==> config.mk <==
export PLATFORM = sky130hd
export DESIGN_NAME = radix4_seq_divider_flat
export DESIGN_NICKNAME = d
export VERILOG_FILES = /design/src/rtl/radix4_seq_divider_pkg.sv /design/src/rtl/radix4_seq_divider_if.sv /design/src/rtl/radix4_div_step.sv /design/src/rtl/radix4_seq_divider.sv /design/src/flat_wrapper.sv
export SDC_FILE = /design/constraint.sdc
export NUM_CORES = 1
export LEC_CHECK = 0
export ABC_CLOCK_PERIOD_IN_PS = 10500
export BUFFER_PORTS_ARGS = -buffer_cell sky130_fd_sc_hd__buf_2
export CORE_MARGIN = 1
export CORE_UTILIZATION = 31
export DETAILED_ROUTE_END_ITERATION = 10
export SYNTH_ARGS = -nofsm -noshare
export SYNTH_HDL_FRONTEND = slang
export SYNTH_SLANG_ARGS = --single-unit
==> constraint.sdc <==
create_clock -name clk -period 10.5 [get_ports clk]
set_input_delay 0.525 -clock clk [delete_from_list [all_inputs] [get_ports clk]]
set_output_delay 0.525 -clock clk [all_outputs]
set_load 0.005 [all_outputs]
==> src/rtl/radix4_seq_divider_pkg.sv <==
// Shared definitions for the radix-4 sequential divider: FSM encoding and sizing helpers.
package radix4_seq_divider_pkg;

  localparam int unsigned DEF_WIDTH = 32;

  typedef enum logic [1:0] {
    S_IDLE = 2'd0,
    S_ITER = 2'd1,
    S_FIX  = 2'd2
  } state_t;

  // Two quotient bits per iteration.
  function automatic int unsigned iter_count(input int unsigned width);
    return width / 2;
  endfunction

endpackage

==> src/rtl/radix4_seq_divider_if.sv <==
// Request/result bundle between the arithmetic unit and the radix-4 divider.
interface radix4_seq_divider_if #(
  parameter int unsigned WIDTH = radix4_seq_divider_pkg::DEF_WIDTH
);
  logic             en;
  logic             start;
  logic [WIDTH-1:0] dividend;
  logic [WIDTH-1:0] divisor;
  logic             busy;
  logic             done;
  logic [WIDTH-1:0] quotient;
  logic [WIDTH-1:0] remainder;
  logic             div_by_zero;

  modport master (
    output en, start, dividend, divisor,
    input  busy, done, quotient, remainder, div_by_zero
  );

  modport slave (
    input  en, start, dividend, divisor,
    output busy, done, quotient, remainder, div_by_zero
  );
endinterface

==> src/rtl/radix4_div_step.sv <==
// One radix-4 restoring step: picks the largest digit in 0..3 with digit*D <= R'.
module radix4_div_step #(
  parameter int unsigned WIDTH = 32
) (
  input  logic [WIDTH+1:0] rp,
  input  logic [WIDTH+1:0] d,
  input  logic [WIDTH+1:0] d3,
  output logic [1:0]       digit,
  output logic [WIDTH+1:0] rnext
);
  localparam int unsigned RW = WIDTH + 2;

  // One extra bit on each difference acts as the borrow flag.
  logic [RW:0] s1, s2, s3;

  assign s1 = {1'b0, rp} - {1'b0, d};
  assign s2 = {1'b0, rp} - {d, 1'b0};
  assign s3 = {1'b0, rp} - {1'b0, d3};

  always_comb begin
    digit = 2'd0;
    rnext = rp;
    if (!s3[RW]) begin
      digit = 2'd3;
      rnext = s3[RW-1:0];
    end else if (!s2[RW]) begin
      digit = 2'd2;
      rnext = s2[RW-1:0];
    end else if (!s1[RW]) begin
      digit = 2'd1;
      rnext = s1[RW-1:0];
    end
  end
endmodule

==> src/rtl/radix4_seq_divider.sv <==
// Signed WIDTH/WIDTH sequential divider, two quotient bits per enabled cycle, C semantics.
module radix4_seq_divider
  import radix4_seq_divider_pkg::*;
#(
  parameter int unsigned WIDTH = DEF_WIDTH
) (
  input  logic                  clk,
  input  logic                  reset,
  radix4_seq_divider_if.slave   bus
);
  localparam int unsigned ITER = iter_count(WIDTH);
  localparam int unsigned CW   = (ITER > 1) ? $clog2(ITER) : 1;
  localparam int unsigned RW   = WIDTH + 2;

  state_t           state_q, state_d;
  logic [WIDTH-1:0] n_q, n_d, q_q, q_d, quo_q, quo_d, rem_q, rem_d;
  logic [RW-1:0]    d_q, d_d, d3_q, d3_d, r_q, r_d;
  logic [CW-1:0]    cnt_q, cnt_d;
  logic             sa_q, sa_d, sb_q, sb_d, done_q, done_d, dbz_q, dbz_d;

  logic [RW-1:0]    r_shift, r_next;
  logic [1:0]       digit;
  logic [WIDTH-1:0] abs_a, abs_b;

  // Magnitudes are unsigned, so the most negative operand is represented exactly.
  assign abs_a   = bus.dividend[WIDTH-1] ? -bus.dividend : bus.dividend;
  assign abs_b   = bus.divisor[WIDTH-1]  ? -bus.divisor  : bus.divisor;
  assign r_shift = {r_q[RW-3:0], n_q[WIDTH-1 -: 2]};

  radix4_div_step #(.WIDTH(WIDTH)) u_step (
    .rp    (r_shift),
    .d     (d_q),
    .d3    (d3_q),
    .digit (digit),
    .rnext (r_next)
  );

  always_comb begin
    state_d = state_q;
    n_d     = n_q;
    q_d     = q_q;
    quo_d   = quo_q;
    rem_d   = rem_q;
    d_d     = d_q;
    d3_d    = d3_q;
    r_d     = r_q;
    cnt_d   = cnt_q;
    sa_d    = sa_q;
    sb_d    = sb_q;
    dbz_d   = dbz_q;
    done_d  = 1'b0;
    unique case (state_q)
      S_IDLE: begin
        if (bus.start) begin
          sa_d  = bus.dividend[WIDTH-1];
          sb_d  = bus.divisor[WIDTH-1];
          dbz_d = 1'b0;
          if (bus.divisor == '0) begin
            quo_d  = '1;
            rem_d  = bus.dividend;
            dbz_d  = 1'b1;
            done_d = 1'b1;
          end else begin
            n_d     = abs_a;
            d_d     = {2'b00, abs_b};
            d3_d    = {2'b00, abs_b} + {1'b0, abs_b, 1'b0};
            r_d     = '0;
            q_d     = '0;
            cnt_d   = '0;
            state_d = S_ITER;
          end
        end
      end
      S_ITER: begin
        n_d   = {n_q[WIDTH-3:0], 2'b00};
        r_d   = r_next;
        q_d   = {q_q[WIDTH-3:0], digit};
        cnt_d = cnt_q + 1'b1;
        if (cnt_q == CW'(ITER - 1)) state_d = S_FIX;
      end
      S_FIX: begin
        quo_d   = (sa_q ^ sb_q) ? -q_q : q_q;
        rem_d   = sa_q ? -r_q[WIDTH-1:0] : r_q[WIDTH-1:0];
        done_d  = 1'b1;
        state_d = S_IDLE;
      end
      default: state_d = S_IDLE;
    endcase
  end

  always_ff @(posedge clk or posedge reset) begin
    if (reset) begin
      state_q <= S_IDLE;
      n_q     <= '0;
      q_q     <= '0;
      quo_q   <= '0;
      rem_q   <= '0;
      d_q     <= '0;
      d3_q    <= '0;
      r_q     <= '0;
      cnt_q   <= '0;
      sa_q    <= 1'b0;
      sb_q    <= 1'b0;
      done_q  <= 1'b0;
      dbz_q   <= 1'b0;
    end else if (bus.en) begin
      state_q <= state_d;
      n_q     <= n_d;
      q_q     <= q_d;
      quo_q   <= quo_d;
      rem_q   <= rem_d;
      d_q     <= d_d;
      d3_q    <= d3_d;
      r_q     <= r_d;
      cnt_q   <= cnt_d;
      sa_q    <= sa_d;
      sb_q    <= sb_d;
      done_q  <= done_d;
      dbz_q   <= dbz_d;
    end
  end

  assign bus.busy        = (state_q != S_IDLE);
  assign bus.done        = done_q;
  assign bus.quotient    = quo_q;
  assign bus.remainder   = rem_q;
  assign bus.div_by_zero = dbz_q;
endmodule

==> src/flat_wrapper.sv <==
// flat-port wrapper written by rule: the top's interface ports become plain ports
module radix4_seq_divider_flat import radix4_seq_divider_pkg::*;
#(
  parameter int unsigned WIDTH = DEF_WIDTH
)
  (clk, reset, bus_en, bus_start, bus_dividend, bus_divisor, bus_busy, bus_done, bus_quotient, bus_remainder, bus_div_by_zero);
  radix4_seq_divider_if #(.WIDTH(WIDTH)) bus_i ();
  input  logic clk;
  input  logic reset;
  input wire logic [$bits(bus_i.en)-1:0] bus_en;
  input wire logic [$bits(bus_i.start)-1:0] bus_start;
  input wire logic [$bits(bus_i.dividend)-1:0] bus_dividend;
  input wire logic [$bits(bus_i.divisor)-1:0] bus_divisor;
  output wire logic [$bits(bus_i.busy)-1:0] bus_busy;
  output wire logic [$bits(bus_i.done)-1:0] bus_done;
  output wire logic [$bits(bus_i.quotient)-1:0] bus_quotient;
  output wire logic [$bits(bus_i.remainder)-1:0] bus_remainder;
  output wire logic [$bits(bus_i.div_by_zero)-1:0] bus_div_by_zero;
  assign bus_i.en = bus_en;
  assign bus_i.start = bus_start;
  assign bus_i.dividend = bus_dividend;
  assign bus_i.divisor = bus_divisor;
  assign bus_busy = bus_i.busy;
  assign bus_done = bus_i.done;
  assign bus_quotient = bus_i.quotient;
  assign bus_remainder = bus_i.remainder;
  assign bus_div_by_zero = bus_i.div_by_zero;
  radix4_seq_divider #(.WIDTH(WIDTH)) u_core (.clk(clk), .reset(reset), .bus(bus_i));
endmodule
==> results.toml, run 1 <==
[global_routing]
grt-ovfl-total = 0
antenna_found_initial = 1
grt_pass1_vias = 15700
grt_pass1_wl_um = 86100
grt_max_degree = 94
grt_usage_pct = 17.4

[synth]
yosys.area_share.simple_pct = 14.4
synth.distinct_cells = 95
avgSynthCellArea_um2 = 8.46
synth-async-reset-ratio_pct = 100
synthAdderAreaFrac_pct = 9.56
ys_seq_area_share_pct = 31.8
syn_area_um2 = 18500
ys.flop_type = "dfrtp_1"
synth-edff-count = 0
syn-num-nets = 2388
synth_top_family_by_area = "compound AO/OA/AOI/OAI gates"
synth_compound_area_share_pct = 27.6
synth-seq-cells = 235
ys_warn_count = 0
synthXorXnorAreaFrac_pct = 10.7
synth_cells = 2183
synth.area.mux_share_pct = 1.16

[outcome]
status = "complete, no violations"

[power_and_ir_drop]
ir_worst_vdd_mv = 0.150
swShare_pct = 48.2
p_total_mw = 7.45
powerDensity_nw_per_um2 = 360
power.internal_mw = 3.86
comb_power_share_pct = 65.1
seq_power_share_pct = 22.0
p_leak_nw = 9.36
p_sw_mw = 3.59
power_frac_clock_pct = 12.9

[final_layout]
syn_to_final_growth_pct = 12.1
drive_above_1_share_pct = 10.6
n_fill_cell = 6066
utilization_pct = 35.2
fin_nets = 2471

[worst_setup_path]
cp-end-kind = "flop"
worstPathRequired_ps = 10910
cp.arrival_ps = 4980
critical_path_class = "flop to flop"
critical_path.max_fanout = 14
startpoint_type = "flop"

[sta]
worstMarginPinSlew_ps = 1130
finalCritPeriodShare_pct = 43.5
maxSlewHeadroom_pct = 24.7
slew_violations = 0
setup_viol = 0
hold_ws_ps = 59.6
period_needed_ps = 4570
final_hold_viol_count = 0
max_freq_mhz = 219
rsz0062_at_grt = "no"
tns_ps = 0
skew_ps = 27.6

[placed_design]
gp_congestion = 0.899
hpwl_um = 41300
portBuffers = 134

[clock_tree]
cts_setup_buffers = 0
root_buffer = "clkbuf_16"
clock_path_buffers = 3
cts_sinks = 235
clkSlewWorstSetupHoldPaths_ps = 70
cts_hold_buf = 0
cts_made_buffers = 27
cts_resized = 0
cts_tree = "yes"
worst_skew_pair.late_latency_ps = 550
htreeDepth = 1

[floorplan]
core-area_um2 = 58900
die-area_um2 = 60600
rows = 89
fp.dieH_um = 246
fp.dieW_um = 246
initial_core_util_pct = 31.4
io_pins = 135

[route]
vias = 16300
vias_per_cell = 5.32
drc = 0
postRouteWirelength_um = 53200
drt_iter0_markers = 1360
detail-route-antenna-nets = 0
wl_per_cell_um = 17.4
first_pass_iters = 7

[hold_path]
hp-class = "input pin to asynchronous set/reset pin"

[job]
cap_violations = 0
-- area by class of cell --
cell class                 count  area, µm²  area share, %
multi-input combinational   1740      11800           56.8
clock buffer                  37        773           3.73
antenna                        1       2.50         0.0121
clock inverter                 8        125          0.604
timing repair buffer         145        753           3.64
tap                          773        967           4.67
inverter                     117        447           2.16
sequential                   235       5880           28.4
-- registers in the layout (all words and copies together) (netlist names) --
name,cells
u_core.state_q,2
u_core.r_q,32
u_core.bus.quotient,32
u_core.q_q,32
u_core.bus.done,1
u_core.d3_q,34
u_core.bus.remainder,32
u_core.bus.div_by_zero,1
u_core.sa_q,1
u_core.n_q,32
u_core.sb_q,1
u_core.cnt_q,4
u_core.d_q,31
-- critical path: stages (launching register included) --
cell and delay (ps):
dfrtp_1 520, ha_1 390, nor2b_1 180, o31ai_1 450, a211oi_1 230, a211oi_1 410, o21a_1 280, o31ai_2 110
o21ai_0 420, o21ai_0 260, and2_0 540, a222oi_1 490, o21ai_0 150
-- metrics by stage --
stage	area [µm²]	cells	setup slack, ps
finish	20700	3056	5930
global route	20700	3056	5390
CTS	20700	3055	5930
detailed placement	19800	3010	5460
global placement	19800	3010	5550
floorplan	18500	2183	3530
-- logic make-up (layout without fill, tap and decap cells) --
| kind of cell | Yosys count | after routing |
|---|---|---|
| muxes | 21 | 21 |
| other | 0 | 1 |
| xor gates and xnor gates | 226 | 226 |
| buffers and inverters | 208 | 307 |
| DFF | 235 | 235 |
| AOI/OAI and AO/OA | 787 | 787 |
| adders and majority gates | 139 | 139 |
| and+or+nand+nor | 567 | 567 |
-- cell usage in the layout (no fill, tap or decap), types with 12 or more instances in the layout --
master and instances:
nor2b_1 19, a21o_1 46, or3_1 21, buf_2 134
mux2i_1 18, nand2b_1 21, o21bai_1 12, o21ai_0 240
o41ai_1 19, xor2_1 97, inv_1 114, o22a_1 33
o211ai_1 12, and3_1 13, a21oi_1 179, o22ai_1 33
xnor2_1 128, a211o_1 12, nand2_1 245, clkbuf_16 27
o21a_1 21, a31oi_1 12, a211oi_1 13, dfrtp_1 235
nor3_1 28, nand3_1 16, a22o_1 30, nor2_1 126
ha_1 133, o31ai_1 38
-- per-layer routing --
layer | GRT usage [%] | up-vias | part of all wire [%]
li1 | - | 8049 | -
met1 | 26.5 | 7730 | 51
met2 | 26.4 | 416 | 42
met3 | 1.80 | 56 | 5.6
met4 | 3.32 | 0 | 1.7
met5 | 0 | - | 0
-- final timing paths --
kind                                                      start                              endpoint  slack [ps]  cells after the start
setup / recovery                      u_core.r_q[0]$_DFFE_PP0P_            u_core.r_q[21]$_DFFE_PP0P_        5930                     12
hold / removal                                            reset  u_core.bus.remainder[18]$_DFFE_PP0P_          60                      2
setup reg to reg                      u_core.r_q[0]$_DFFE_PP0P_            u_core.r_q[21]$_DFFE_PP0P_        5930                     12
hold reg to reg            u_core.bus.remainder[16]$_DFFE_PP0P_  u_core.bus.remainder[16]$_DFFE_PP0P_         470                      2
max in group asynchronous                                 reset    u_core.bus.quotient[2]$_DFFE_PP0P_        8900                      3
min in group clk                               bus_dividend[15]  u_core.bus.remainder[15]$_DFFE_PP0P_         320                      3
-- synthesized netlist by cell type, types with 33 or more instances --
library cell	number	area share (%)
a21oi_1	179	4.9
o31ai_1	38	1.5
o22a_1	33	1.6
dfrtp_1	235	32
a21o_1	46	1.9
o22ai_1	33	1.1
xor2_1	97	4.6
nand2_1	246	5.0
nor2_1	128	2.6
clkbuf_1	64	1.3
ha_1	133	9.0
o21ai_0	240	6.5
xnor2_1	129	6.1
inv_1	115	2.3
-- power groups by stage --
stage / clock network [mW] / logic, mW / registers (mW)
4_1_cts: 0.993 / 4.81 / 1.63
3_3_place_gp: 0 / 4.70 / 1.63
5_1_grt: 1.03 / 5.37 / 1.69
2_1_floorplan: 0 / 3.73 / 1.48
3_5_place_dp: 0 / 4.78 / 1.65
6_report: 0.965 / 4.85 / 1.64
No activity file was read; power rests on OpenSTA's default activity.
==> run 2, diff against run 1 <==
--- a/config.mk
+++ b/config.mk
@@ -5,7 +5,8 @@
 export SDC_FILE = /design/constraint.sdc
 export NUM_CORES = 1
 export LEC_CHECK = 0
-export ABC_CLOCK_PERIOD_IN_PS = 10500
+export ABC_AREA = 1
+export ABC_CLOCK_PERIOD_IN_PS = 3900
 export BUFFER_PORTS_ARGS = -buffer_cell sky130_fd_sc_hd__buf_2
 export CORE_MARGIN = 1
 export CORE_UTILIZATION = 31
==> constraint.sdc (replaced) <==
create_clock -name clk -period 3.9 [get_ports clk]
set_input_delay 0.195 -clock clk [delete_from_list [all_inputs] [get_ports clk]]
set_output_delay 0.195 -clock clk [all_outputs]
set_load 0.005 [all_outputs]
==> run 2 against run 1 <==
Effect of this change:
- first-iteration DRC count up 27%
- die area up 12%
- clock skew decreased by 1.3 ps
==> results.toml, run 2 <==
[outcome]
status = "complete, no violations"

[synth]
synth-seq-cells = 235
synth.top_cell.area_share_pct = 28.4
ys.flop_type = "dfrtp_1"
ys_top_cells_by_count = "nand2_1 (743), inv_1 (365), nor2_1 (294), a21oi_1 (269), o21ai_0 (244)"
ys_warn_count = 0
synth.area.mux_share_pct = 0.0484
synthAdderAreaFrac_pct = 8.43
synth.distinct_cells = 54
synth_area_leaders = "dfrtp_1 (28%), nand2_1 (13%), ha_1 (8.0%), inv_1 (6.6%), a21oi_1 (6.5%)"
yosys.area.top_type = "dfrtp_1"
syn_area_um2 = 20700
synth_compound_area_share_pct = 19.3
avgSynthCellArea_um2 = 6.65
yosys.area_share.simple_pct = 29.4
synth-async-reset-ratio_pct = 100
ys_seq_area_share_pct = 28.4
synth_top_family_by_area = "simple AND/OR/NAND/NOR gates"
synth-edff-count = 0
synthXorXnorAreaFrac_pct = 5.33
synth_cells = 3114
syn-num-nets = 3319
post-synth-top-count-cell = "nand2_1"

[worst_setup_path]
rrSetupSlack_ps = 500
crit_slowest_cell = "dlygate4sd3_1"
cp.arrival_ps = 3910
critical_path_class = "input pin to flop"
cp-end-kind = "flop"
cp_common_cell = "nand2_1"
crit_end = "u_core.d3_q[32]$_DFFE_PP0P_"
reg2reg_from = "u_core.r_q[17]$_DFFE_PP0P_"
reg2reg_depth = 13
critPathLaunch = "bus_divisor[0]"
path_depth = 23
r2r_end = "u_core.r_q[13]$_DFFE_PP0P_"
startpoint_type = "input pin"
worstPathRequired_ps = 4380
crit_chain = "dlygate4sd3_1 > buf_2 > inv_1 > ha_1 > nand2_1 > nor2_4 > nand3_2 > nor2_1 > nand4_1 > nand3b_1 > nand2_1 > xor2_1 > inv_1 > ha_1 > nand2_1 > nor3_1 > a21oi_1 > o21ai_0 > nand2_1 > nand2_1 > nand2_1 > nand2_1 > inv_1"
critical_path.max_fanout = 6
slowest_delay_ps = 530
cp_top_family = "simple AND/OR/NAND/NOR gates"
crit_buf_inv = 5

[sta]
period_needed_ps = 3430
setup_viol = 0
slew_violations = 0
fin_ws_ps = 470
tns_ps = 0
final_hold_viol_count = 0
worstMarginPinSlew_ps = 868
rsz0062_at_grt = "no"
finalCritPeriodShare_pct = 87.9
maxSlewHeadroom_pct = 41.5
hold_ws_ps = 14.2
skew_ps = 26.3
max_freq_mhz = 292

[global_routing]
grt_usage_pct = 21.4
grt-ovfl-total = 0
grt_max_degree = 107
grt_pass1_wl_um = 114000
antenna_found_initial = 0
grt_pass1_vias = 20500

[final_layout]
largest_reg_flops = 34
final_area_um2 = 23700
final_cell_mix = "nand2_1 (743), inv_1 (363), nor2_1 (291)"
n_antenna_cell = 0
n_fill_cell = 7209
final_common_cell = "nand2_1"
drive_above_1_share_pct = 9.04
syn_to_final_growth_pct = 14.3
fin_nets = 3457
largest_register = "u_core.d3_q"

[power_and_ir_drop]
power_frac_clock_pct = 11.8
swShare_pct = 54.4
seq_power_share_pct = 19.0
p_sw_mw = 13.3
ir_worst_vdd_mv = 0.402
comb_power_share_pct = 69.3
power.internal_mw = 11.1
powerDensity_nw_per_um2 = 1030
p_leak_nw = 11.5
p_total_mw = 24.4

[placed_design]
portBuffers = 134
post-place-ws_ps = 465
hpwl_um = 58200
gp_congestion = 0.967
dpl_cell_area_um2 = 22400

[route]
top_layer_used = "met4"
wl_met1_um = 34300
wl_per_cell_um = 17.7
drc = 0
detail-route-antenna-nets = 0
vias_per_cell = 5.14
met2_length_um = 32300
vias = 21200
drt_iter0_markers = 1721
first_pass_iters = 6
wl_met3_um = 4480
postRouteWirelength_um = 73400

[floorplan]
core-area_um2 = 65900
io_pins = 135
fp.dieH_um = 260
die-area_um2 = 67800
initial_core_util_pct = 31.4
fp.dieW_um = 260
rows = 94

[job]
cap_violations = 0

[clock_tree]
clkSlewWorstSetupHoldPaths_ps = 60
cts_tree = "yes"
clock_path_buffers = 3
worst_skew_pair.late_latency_ps = 600
cts_made_buffers = 28
htreeDepth = 1
root_buffer = "clkbuf_16"
cts_sinks = 235

[hold_path]
hp-class = "input pin to flop"
## run 2: cell types whose count changed in the layout (fill, tap and decap cells not counted), sizes merged, moves of 29 or more
cell   before  now
a22o       30    1
nand2     246  756
nand3      17  212
nand4       7   37
a31oi      14   43
o31ai      39    4
o21ai     250  298
a21o       47   11
buf       145  174
xnor2     129   44
o22a       33    0
inv       117  371
nor2      129  304
a21oi     180  269
## run 2: final cells by class
cell class,instances,area (µm²),area share (%)
inverters,375,1420,5.99
clock inverters,13,201,0.852
flip-flops and latches,235,5880,24.9
well taps,864,1080,4.57
repair buffers,201,1330,5.62
clock buffers,38,798,3.37
multi-input cells,2411,12900,54.7
## run 2: logic make-up (layout without fill, tap and decap cells)
kind of cell	Yosys count	after routing
and+or+nand+nor	1419	1419
AOI/OAI and AO/OA	728	728
buffers and inverters	468	627
DFF	235	235
adders and majority gates	137	137
xor gates and xnor gates	126	126
muxes	1	1
## run 2: power by group through the flow
stage          clock [mW]  sequential, mW  combinational (mW)
2_1_floorplan           0            4.37                11.9
3_3_place_gp            0            4.61                16.6
3_5_place_dp            0            4.63                16.5
4_1_cts              2.93            4.60                16.7
5_1_grt              3.02            4.76                18.9
6_report             2.87            4.62                16.9
## run 2: metrics by stage
step	util [%]	instances
finish	35.9	4137
global route	35.9	4137
CTS	35.9	4137
detailed placement	34.0	4059
global placement	34.0	4059
floorplan	-	3114
## run 2: routing by layer
layer / up-vias / global-route usage (%)
li1: 10700 / -
met1: 9836 / 29.5
met2: 636 / 34.6
met3: 101 / 2.81
met4: 0 / 6.38
met5: - / 0
## run 2: how the worst min path moves through the flow
stage	from	to	cells past startpoint
floorplan	bus_en	u_core.state_q[1]$_DFFE_PP0P_	1
global placement	reset	u_core.q_q[18]$_DFFE_PP0P_	2
detailed placement	reset	u_core.q_q[18]$_DFFE_PP0P_	2
CTS	bus_dividend[20]	u_core.bus.remainder[20]$_DFFE_PP0P_	3
global route	bus_dividend[20]	u_core.bus.remainder[20]$_DFFE_PP0P_	3
finish	bus_dividend[20]	u_core.bus.remainder[20]$_DFFE_PP0P_	3
## run 2: tightest hold or removal path, stage by stage
cell     delay, ps
buf_2          130
o22ai_1         90
o21ai_0        140
## run 2: what timing repair did
| action | in CTS | in global routing |
|---|---|---|
| hold buffers | 27 | 0 |
| resized for setup | 0 | 0 |
| buffers inserted | 0 | 0 |
| endpoints found under the hold margin | 51 | 0 |
==> run 3, diff against run 2 <==
--- a/config.mk
+++ b/config.mk
@@ -6,7 +6,7 @@
 export NUM_CORES = 1
 export LEC_CHECK = 0
 export ABC_AREA = 1
-export ABC_CLOCK_PERIOD_IN_PS = 3900
+export ABC_CLOCK_PERIOD_IN_PS = 4200
 export BUFFER_PORTS_ARGS = -buffer_cell sky130_fd_sc_hd__buf_2
 export CORE_MARGIN = 1
 export CORE_UTILIZATION = 31
==> constraint.sdc (replaced) <==
create_clock -name clk -period 4.2 [get_ports clk]
set_input_delay 0.21 -clock clk [delete_from_list [all_inputs] [get_ports clk]]
set_output_delay 0.21 -clock clk [all_outputs]
set_load 0.005 [all_outputs]
==> run 3 against run 2 <==
Effect of this change:
- routed wire length fell by 2.6%
- die area did not move
- combinational power decreased by 9%
- final cell count is essentially flat
- largest power group unchanged
==> results.toml, run 3 (synthesis results as in run 2) <==
[route]
wl_per_cell_um = 17.3
vias_per_cell = 5.12
detail-route-antenna-nets = 0
postRouteWirelength_um = 71500
drc = 0
first_pass_iters = 5
vias = 21200
drt_iter0_markers = 1797

[worst_setup_path]
critPathLaunch = "bus_divisor[0]"
critical_path.max_fanout = 6
rrSetupSlack_ps = 920
reg2reg_depth = 15
r2r_end = "u_core.r_q[10]$_DFFE_PP0P_"
reg2reg_from = "u_core.r_q[3]$_DFFE_PP0P_"
critical_path_class = "input pin to flop"
cp.arrival_ps = 3800
crit_end = "u_core.d3_q[31]$_DFFE_PP0P_"
startpoint_type = "input pin"
cp-end-kind = "flop"
worstPathRequired_ps = 4680

[sta]
hold_ws_ps = 25.7
setup_viol = 0
slew_violations = 0
max_freq_mhz = 301
tns_ps = 0
final_hold_viol_count = 0
rsz0062_at_grt = "no"
period_needed_ps = 3320
skew_ps = 15.2
finalCritPeriodShare_pct = 79.1
worstMarginPinSlew_ps = 920
maxSlewHeadroom_pct = 38.6

[final_layout]
fin_nets = 3454
largest_reg_flops = 34
final_common_cell = "nand2_1"
largest_register = "u_core.d3_q"
final-seq-area_um2 = 5880
final_cell_mix = "nand2_1 (743), inv_1 (363), nor2_1 (291)"
multiInputGateArea_um2 = 12900
syn_to_final_growth_pct = 13.7
drive_above_1_share_pct = 9.08
n_antenna_cell = 0
n_fill_cell = 7290

[global_routing]
grt_pass1_vias = 20300
antenna_found_initial = 1
grt_usage_pct = 21.0
grt_max_degree = 94
grt_pass1_wl_um = 112000
grt-ovfl-total = 0

[job]
cap_violations = 0

[clock_tree]
clkSlewWorstSetupHoldPaths_ps = 70
cts_setup_buffers = 0
root_buffer = "clkbuf_16"
cts_resized = 0
clock_path_buffers = 3
cts_sinks = 235
cts_made_buffers = 29
cts_tree = "yes"
htreeDepth = 1
worst_skew_pair.late_latency_ps = 600

[floorplan]
fp.dieH_um = 260
die-area_um2 = 67800
core-area_um2 = 65900
fp.dieW_um = 260
rows = 94
initial_core_util_pct = 31.4
io_pins = 135

[power_and_ir_drop]
powerDensity_nw_per_um2 = 949
ir_worst_vdd_mv = 0.418
p_leak_nw = 11.4

[outcome]
status = "complete, no violations"

[hold_path]
hp-class = "input pin to flop"

[placed_design]
gp_congestion = 0.933
portBuffers = 134
hpwl_um = 56600
## run 3: how the worst min path moves through the flow
stage / end / startpoint / cells past startpoint
final: u_core.bus.remainder[19]$_DFFE_PP0P_ / bus_dividend[19] / 3
after global routing: u_core.bus.remainder[11]$_DFFE_PP0P_ / bus_dividend[11] / 3
after CTS: u_core.bus.remainder[11]$_DFFE_PP0P_ / bus_dividend[11] / 3
after detailed placement: u_core.bus.quotient[16]$_DFFE_PP0P_ / reset / 2
after global placement: u_core.bus.quotient[16]$_DFFE_PP0P_ / reset / 2
after floorplan: u_core.state_q[1]$_DFFE_PP0P_ / bus_en / 1
## run 3: stage by stage
stage	instance area [µm²]	setup WS [ps]	utilization (%)	instances	power (mW)
after global routing	23500	477	35.7	4134	24.5
after CTS	23500	877	35.7	4134	22.2
final	23500	879	35.7	4134	22.3
after global placement	22400	626	33.9	4062	19.4
after floorplan	20700	912	-	3114	15.1
after detailed placement	22400	547	33.9	4062	19.5
## run 3: worst max-delay path, stage by stage
cell           delay [ps]
dlygate4sd3_1         530
buf_2                 140
inv_1                  90
ha_1                  170
nand2_1               120
nor2_4                140
nand3_2               120
nor2_1                180
nand4_1               140
nand3b_1              180
nand2_1                80
xor2_1                300
inv_1                 140
ha_1                  400
nand2_1               150
nor3_1                310
nand3_1               140
nand3_1               100
nand2_1                50
nand3_1                60
nand2_1                60
## run 3: repair_timing
item | in CTS | in global routing
hold buffers | 20 | 0
endpoints found under the setup margin | 0 | 0
hold endpoints to repair | 42 | 0
## run 3: layout make-up
| class | instances | area share [%] |
|---|---|---|
| flip-flops and latches | 235 | 25.0 |
| inverters | 375 | 6.02 |
| multi-input cells | 2411 | 55.0 |
| clock inverters | 10 | 0.627 |
| well taps | 864 | 4.59 |
| repair buffers | 197 | 5.23 |
| clock buffers | 42 | 3.55 |
## run 3: power breakdown
| group | internal (mW) | leakage [nW] | switching, mW | total (mW) |
|---|---|---|---|---|
| Combinational | 5.34 | 8.02 | 10.0 | 15.4 |
| Sequential | 3.35 | 2.92 | 0.980 | 4.33 |
| Clock | 1.56 | 0.473 | 1.07 | 2.63 |
## run 3: per-layer routing
layer / part of all wire (%) / track usage (%)
met5: 0 / 0
met4: 3.0 / 5.99
met3: 6.0 / 2.39
met2: 44 / 33.7
met1: 47 / 29.5
